`src/rtl/knn_host_master.sv`:
```
// Host-side sequencer for a KNN classifier peripheral: programs the test point, streams the
// training points over a native valid/ready bus, then reads back the winning label.
module knn_host_master #(
  parameter int unsigned ADDR_W       = 5,
  parameter int unsigned DATA_W       = 32,
  parameter int unsigned A_CONTROL    = 0,
  parameter int unsigned A_NK         = 1,
  parameter int unsigned A_XX         = 2,
  parameter int unsigned A_YY         = 3,
  parameter int unsigned A_DATA_X     = 4,
  parameter int unsigned A_DATA_Y     = 5,
  parameter int unsigned A_DATA_LABEL = 6,
  parameter int unsigned A_XLABEL     = 7,
  parameter logic [2:0]  CMD_INSERT   = 3'b001,
  parameter logic [2:0]  CMD_IDLE     = 3'b000
) (
  input  logic                clk,
  input  logic                rst,
  input  logic                start,
  input  logic [DATA_W-1:0]   nk,
  input  logic [DATA_W-1:0]   test_x,
  input  logic [DATA_W-1:0]   test_y,
  input  logic [15:0]         n_points,
  input  logic                pt_valid,
  output logic                pt_ready,
  input  logic [DATA_W-1:0]   pt_x,
  input  logic [DATA_W-1:0]   pt_y,
  input  logic [7:0]          pt_label,
  output logic                busy,
  output logic                done,
  output logic [7:0]          label_out,
  output logic                m_valid,
  output logic [ADDR_W-1:0]   m_address,
  output logic [DATA_W-1:0]   m_wdata,
  output logic [DATA_W/8-1:0] m_wstrb,
  input  logic [DATA_W-1:0]   m_rdata,
  input  logic                m_ready
);

  typedef enum logic [3:0] {
    StIdle, StRstOn, StRstOff, StWrNk, StWrX, StWrY, StWaitPt,
    StWrDx, StWrDy, StWrDl, StWrCmd, StWrClr, StRdLbl
  } state_e;

  state_e              state_q, state_d;
  logic [15:0]         cnt_q, cnt_d, np_q;
  logic [DATA_W-1:0]   nk_q, tx_q, ty_q, py_q;
  logic [7:0]          lbl_q, label_q;
  logic                m_valid_q, busy_q, done_q, pt_ready_q;
  logic [ADDR_W-1:0]   m_address_q, addr_d;
  logic [DATA_W-1:0]   m_wdata_q, wdata_d;
  logic [DATA_W/8-1:0] m_wstrb_q, strb_d;
  logic                valid_d, fire;
  logic                unused_rdata;

  assign unused_rdata = ^m_rdata[DATA_W-1:8];
  assign fire         = m_valid_q & m_ready;

  always_comb begin
    state_d = state_q;
    cnt_d   = cnt_q;
    unique case (state_q)
      StIdle:   if (start) begin
        state_d = StRstOn;
        cnt_d   = '0;
      end
      StRstOn:  if (fire) state_d = StRstOff;
      StRstOff: if (fire) state_d = StWrNk;
      StWrNk:   if (fire) state_d = StWrX;
      StWrX:    if (fire) state_d = StWrY;
      StWrY:    if (fire) state_d = (np_q != 16'd0) ? StWaitPt : StRdLbl;
      StWaitPt: if (pt_valid) state_d = StWrDx;
      StWrDx:   if (fire) state_d = StWrDy;
      StWrDy:   if (fire) state_d = StWrDl;
      StWrDl:   if (fire) state_d = StWrCmd;
      StWrCmd:  if (fire) state_d = StWrClr;
      StWrClr:  if (fire) begin
        cnt_d   = cnt_q + 16'd1;
        state_d = (cnt_d == np_q) ? StRdLbl : StWaitPt;
      end
      StRdLbl:  if (fire) state_d = StIdle;
      default:  state_d = StIdle;
    endcase
  end

  // Bus request for the state being entered; only loaded on a state change so it stays stable.
  always_comb begin
    valid_d = 1'b1;
    strb_d  = '1;
    addr_d  = '0;
    wdata_d = '0;
    unique case (state_d)
      StRstOn:  begin addr_d = ADDR_W'(A_CONTROL);    wdata_d = DATA_W'(1);                end
      StRstOff: begin addr_d = ADDR_W'(A_CONTROL);    wdata_d = '0;                        end
      StWrNk:   begin addr_d = ADDR_W'(A_NK);         wdata_d = nk_q;                      end
      StWrX:    begin addr_d = ADDR_W'(A_XX);         wdata_d = tx_q;                      end
      StWrY:    begin addr_d = ADDR_W'(A_YY);         wdata_d = ty_q;                      end
      StWrDx:   begin addr_d = ADDR_W'(A_DATA_X);     wdata_d = pt_x;                      end
      StWrDy:   begin addr_d = ADDR_W'(A_DATA_Y);     wdata_d = py_q;                      end
      StWrDl:   begin addr_d = ADDR_W'(A_DATA_LABEL); wdata_d = DATA_W'(lbl_q);            end
      StWrCmd:  begin addr_d = ADDR_W'(A_CONTROL);    wdata_d = DATA_W'({CMD_INSERT, 1'b0}); end
      StWrClr:  begin addr_d = ADDR_W'(A_CONTROL);    wdata_d = DATA_W'({CMD_IDLE, 1'b0});   end
      StRdLbl:  begin addr_d = ADDR_W'(A_XLABEL);     strb_d  = '0;                        end
      default:  begin valid_d = 1'b0;                 strb_d  = '0;                        end
    endcase
  end

  always_ff @(posedge clk) begin
    if (rst) begin
      state_q     <= StIdle;
      cnt_q       <= '0;
      np_q        <= '0;
      nk_q        <= '0;
      tx_q        <= '0;
      ty_q        <= '0;
      py_q        <= '0;
      lbl_q       <= '0;
      label_q     <= '0;
      m_valid_q   <= 1'b0;
      m_address_q <= '0;
      m_wdata_q   <= '0;
      m_wstrb_q   <= '0;
      busy_q      <= 1'b0;
      done_q      <= 1'b0;
      pt_ready_q  <= 1'b0;
    end else begin
      state_q <= state_d;
      cnt_q   <= cnt_d;
      if (state_q == StIdle && start) begin
        nk_q <= nk;
        tx_q <= test_x;
        ty_q <= test_y;
        np_q <= n_points;
      end
      if (state_q == StWaitPt && pt_valid) begin
        py_q  <= pt_y;
        lbl_q <= pt_label;
      end
      if (state_d != state_q) begin
        m_valid_q   <= valid_d;
        m_address_q <= addr_d;
        m_wdata_q   <= wdata_d;
        m_wstrb_q   <= strb_d;
      end
      busy_q     <= (state_d != StIdle);
      pt_ready_q <= (state_d == StWaitPt);
      done_q     <= (state_q == StRdLbl) && fire;
      if (state_q == StRdLbl && fire) label_q <= m_rdata[7:0];
    end
  end

  assign m_valid   = m_valid_q;
  assign m_address = m_address_q;
  assign m_wdata   = m_wdata_q;
  assign m_wstrb   = m_wstrb_q;
  assign busy      = busy_q;
  assign done      = done_q;
  assign pt_ready  = pt_ready_q;
  assign label_out = label_q;

endmodule

```
`config.mk`:
```
export PLATFORM = sky130hd
export DESIGN_NAME = knn_host_master
export DESIGN_NICKNAME = d
export VERILOG_FILES = /design/src/rtl/knn_host_master.sv
export SDC_FILE = /design/constraint.sdc
export NUM_CORES = 1
export LEC_CHECK = 0
export BUFFER_PORTS_ARGS = -buffer_cell sky130_fd_sc_hd__buf_2
export CAP_MARGIN = 0
export CORE_MARGIN = 2
export CORE_UTILIZATION = 43
export DETAILED_ROUTE_END_ITERATION = 8
export PLACE_DENSITY_LB_ADDON = 0.05
export SETUP_SLACK_MARGIN = 0.5
export SLEW_MARGIN = 20
export SYNTH_ARGS = -nofsm -noshare
export SYNTH_HDL_FRONTEND = slang
export SYNTH_SLANG_ARGS = --single-unit
```
`constraint.sdc`:
```
create_clock -name clk -period 2.75 [get_ports clk]
set_clock_uncertainty 0.15 [all_clocks]
set_input_delay 0.1375 -clock clk [delete_from_list [all_inputs] [get_ports clk]]
set_output_delay 0.1375 -clock clk [all_outputs]
set_load 0.01 [all_outputs]
```
After elaboration in Yosys (flattened, before gate mapping)
Cells that the tools add are included.
- bits in registers: 225
- input bits: 221
- output and inout port bits: 53
- word-level logic and storage cells: 79
- add/subtract/negate cells: 1
- equal/unequal tests: 28
- mux-type cells: 23
- bitwise gates (word level): 1
- reductions and logical operators: 10
- operators by type and width (operator ; number):
    $pmux 32 s8 ; 1
    $mux 4 ; 16
    $pmux 4 s13 ; 1
    $eq 4x4->1 const B ; 10
    $eq 4x3->1 const B ; 8
    $mux 16 ; 2
    $pmux 16 s2 ; 1
    $pmux 3 s7 ; 1
    $add 16x1->16 const B ; 1
    $eq 16x16->1 ; 1
    $eq 4x2->1 const B ; 4
    $reduce_bool 16->1 ; 1
    $reduce_or 11->1 ; 1
    $reduce_or 10->1 ; 1
    $eq 4x1->1 const B ; 2
    $logic_not 4->1 ; 1
    $ne 2x2->1 const B ; 2
    $ne 4x4->1 ; 1
    $reduce_bool 4->1 ; 1
    $logic_and 1x1->1 ; 3
    $reduce_and 3->1 ; 1
    $reduce_bool 2->1 ; 1
    $and 1x1->1 ; 1
    $mux 1 ; 1

Logic depth before layout (Yosys ltp)
- depth after elaboration: 8
- gate-level depth with buffers: 14
- gate-level depth less buffers: 10

Worst setup path after synthesis
OpenSTA, ideal clock, no wires.
- path kind: register to register
- start: register cnt_q[1]
- end: register m_wdata_q[11], in the netlist m_wdata[11]
- library setup time: 0.132 ns
- arrival: 2.759 ns
- required time: 2.468 ns
- slack: -0.291 ns
- cell stages (with the launch flop): 14
- buffers on the path: 3
- clock period less this slack: 3.041 ns
- cells stage by stage: dfxtp_1 > ha_1 > buf_2 > nand3_1 > nor2_1 > xnor2_1 > nand4_1 > nor4b_4 > a41oi_2 > buf_2 > o211a_2 > buf_4 > nor2_1 > nor3_1
- cells in the longest elaborated chain, start to end: 7
- elaborated cells between the ends (all ways): 15
- classes of those cells: 1 x add/sub; 10 x eq/ne; 4 x mux
- ends and longest elaborated chain (what ; line ; source):
    start, declared ; 46 ; logic [15:0] cnt_q, cnt_d, np_q;
    start signal, assigned ; 128 ; cnt_q <= cnt_d;
    $add 16x1->16 (*) ; 78 ; cnt_d = cnt_q + 16'd1;
    $eq 16x16->1 (*) ; 79 ; state_d = (cnt_d == np_q) ? StRdLbl : StWaitPt;
    $mux 4 (*) ; 79 ;
    $mux 4 (*) ; 77 ; StWrClr: if (fire) begin
    $pmux 4 s13 (*) ; 62 ; unique case (state_q)
    $eq 4x4->1, or another cell as far along ; 92 ; unique case (state_d)
    $pmux 32 s8 ; 92 ;
    end signal, assigned ; 142 ; m_wdata_q <= wdata_d;
    end, declared ; 51 ; logic [DATA_W-1:0] m_wdata_q, wdata_d;
Every way passes the cells marked *; elsewhere a longest branch is shown, timed or not.
A chain may end at the register's enable or synchronous reset.

Worst setup path in the final report
- start: register cnt_q[7]
- end: register m_wdata_q[8], in the netlist m_wdata[8]
The elaborated chain is that of the path after synthesis.

==> metrics.md <==
| Metric | Value |
|---|---|
| Final ANT Viol Nets | 0 |
| Starting DRT DRC Count | 915 |
| Setup-failing EPs final | 35 |
| Slew at the pin closest to its max-slew limit | 0.720 ns |
| Register area | 4440 um^2 |
| Port bufs | 247 |
| VDD IR max | 488 uV |
| Initial Util | 0.440 |
| Row count | 55 |
| Pint | 5.73 mW |
| Synth Area in XOR/XNOR | 0.0191 |
| Power per cell area | 482 nW/um^2 |
| Clk pwr share | 0.386 |
| DRC errors left | 0 |
| EDFF count, synth | 0 |
| Seq pwr share | 0.436 |
| CP Class | flop to flop |
| Final #Nets | 2047 |
| Leakage | 6.77 nW |
| Die height | 157 um |
| Violated checks | setup timing |
| Largest net degree at the start of global routing | 86 |
| CORE AREA | 22800 um^2 |
| Synth Area in Adders | 0.00125 |
| Final Cycle Share | 1.05 |
| Gate power share | 0.178 |
| Worst setup margin | -0.145 ns |
| Total global routing overflow | 0 |
| Yosys cell types | 73 |
| Required time of the critical path | 2.97 ns |
| PnR Total Power | 7.80 mW |
| Fraction of the mapped netlist area in compound gates | 0.221 |
| Post-detail-place hpwl | 23.1 mm |
| Fill count | 1817 |
| Routability cong. | 0.900 |
| Simple-gate share of the synthesized area | 0.259 |
| Max-slew violations | 0 |
| Run status | finished, violations left |
| Synthesized flop and latch total | 220 |
| Number of detailed-route iterations in the first pass | 9 |
| Leading post-synthesis cells by instance count | nand2_1 (387), dfxtp_1 (220), a21oi_1 (174) |
| Synth Cell Area | 10000 um^2 |
| Final hold vios | 0 |
| Fin area | 16200 um^2 |
| Max Buffers Root-to-Sink | 3 |
| I/O Pins | 274 |
| Worst slew margin | 0.520 |
| CTS H-tree lvls | 1 |
| Critical path arrival | 3.11 ns |
| Syn Inst Count | 1295 |
| CTS tree | yes |
| Worst-path fanout max | 7 |
| First-pass GRT wire length | 59.1 mm |
| Multiplexer share of the synthesized area | 0.00999 |
| Die W | 157 um |
| Vias in the first global route | 11300 |
| Synth Flop Type | dfxtp_1 |
| Post-DP Area | 12500 um^2 |
| Clock sink count | 220 |
| Largest family of logic cells by synthesized area | simple AND/OR/NAND/NOR gates |
| Root Driver | clkbuf_16 |
| RSZ-0062 raised after global routing | true |
| Post-synthesis sequential area ratio | 0.439 |
| Synth area leaders | dfxtp_1 (44%), nand2_1 (14%), a21oi_1 (8.7%) |
| Switching share of power | 0.265 |
| Hold Path Class | input port to flop |
| Area Growth Syn to Fin | 61.3% |
| Num CTS Buffers | 24 |
| Final min period | 2.90 ns |
| Crit. End Element | flop |
| Synthesized area per cell | 7.74 um^2 |
| Ys Warns | 0 |
| Share of post-route cells with drive strength above 1 | 0.324 |
| Clock slew at reported path FFs | 0.06 ns |
| Largest area contributor in the netlist | dfxtp_1 |
| Post-synth ARST share | 0 |
| Initial antenna violation count | 2 |
| Vias | 11600 |
| Avg WL per Cell | 17.7 um |
| GRT Total Usage | 0.300 |
| Psw | 2.07 mW |
| Fmax | 345 MHz |
| Post-synth top area share | 0.439 |
| Die Area | 24600 um^2 |
| Max-capacitance violation count | 0 |
| Vias per cell | 5.40 |
| Wirelength, routed | 38.2 mm |
| Clock latency on the worst-skew pair | 0.53 ns |
| Area of the multi-input gates | 5820 um^2 |
| Crit path launch type | flop |
| Most frequent cell after synthesis | nand2_1 |
state kept, by name, indices dropped and copies added, names as in the netlist, 16 cells and up:
name     count
cnt_q       16
m_wdata     32
nk_q        32
np_q        16
py_q        32
tx_q        32
ty_q        32
cell families after synthesis:
logic type	after synthesis
AO/OA/AOI/OAI	332
adder cells (fa/ha/maj)	1
AND/OR/NAND/NOR	590
flip-flops	220
other	1
buffers and inverters	120
multiplexers	10
XOR/XNOR	21
what timing repair did:
| action | CTS | global route |
|---|---|---|
| hold buffers | 192 | 0 |
| setup buffers | 20 | 8 |
| endpoints found under the hold margin | 198 | 0 |
| gates cloned | 5 | 2 |
| gates resized for setup | 88 | 59 |
| pin swaps | 53 | 23 |
| endpoints found under the setup margin | 52 | 100 |
critical path, cell delays in order (launching register included):
cell and delay (ns):
dfxtp_2 0.34, nand4_1 0.18, nor4_4 0.39, xnor2_2 0.20
o221ai_2 0.16, nor4b_4 0.28, buf_4 0.16, a41oi_4 0.20
buf_6 0.21, o211a_4 0.31, nor2_2 0.10, nor3_1 0.05
power groups by stage:
stage / registers, mW / clock network [mW] / logic [mW]
finish: 3.40 / 3.01 / 1.39
global route: 3.41 / 3.18 / 1.50
CTS: 3.40 / 3.07 / 1.31
detailed placement: 3.46 / 0 / 1.02
global placement: 3.46 / 0 / 1.01
floorplan: 3.45 / 0 / 0.564
final timing paths:
check,start,endpoint,slack (ns),cells after the start
hold / removal,pt_x[0],m_wdata[0],0.03,4
hold reg to reg,tx_q[11],tx_q[11],0.30,2
setup / recovery,cnt_q[7],m_wdata[8],-0.15,11
setup reg to reg,cnt_q[7],m_wdata[8],-0.15,11
through the flow:
step                      std cells  hold WS (ns)  setup WS, ns   util  setup TNS, ns
after detailed placement       1885         0.228        -0.306  0.551          -8.02
after floorplan                1296         0.123       -0.0394      -        -0.0394
final                          2154        0.0260        -0.145  0.710          -3.54
after global placement         1885         0.220        -0.166  0.551          -4.00
after CTS                      2141        0.0123        -0.126  0.697          -2.58
after global routing           2151        0.0395        -0.279  0.710          -8.66
per-layer routing:
| layer | track usage | vias up | share of wire |
|---|---|---|---|
| li1 | - | 5586 | - |
| met1 | 0.382 | 5536 | 0.42 |
| met2 | 0.523 | 439 | 0.49 |
| met3 | 0.0465 | 71 | 0.064 |
| met4 | 0.0904 | 2 | 0.025 |
| met5 | 0 | - | 0.00034 |
layout by cell type, fill, tap and decap left out, types with 20 or more instances in the layout:
master / count
o21a_1: 24
a222oi_1: 25
a221oi_2: 26
dfxtp_1: 203
buf_2: 247
nor2_1: 52
nor3_1: 29
buf_6: 20
clkbuf_16: 24
nand2_1: 387
dlygate4sd3_1: 192
buf_4: 135
a21oi_1: 173
area by class of cell:
cell class,count,share of cell area
Inverter,7,0.00162
Clock buffer,36,0.0430
Timing Repair Buffer,612,0.295
Clock inverter,3,0.00162
Antenna cell,3,0.000464
Multi-Input combinational cell,960,0.360
Tap cell,313,0.0242
Sequential cell,220,0.274
Note: power is estimated with default switching activity, not from simulation.
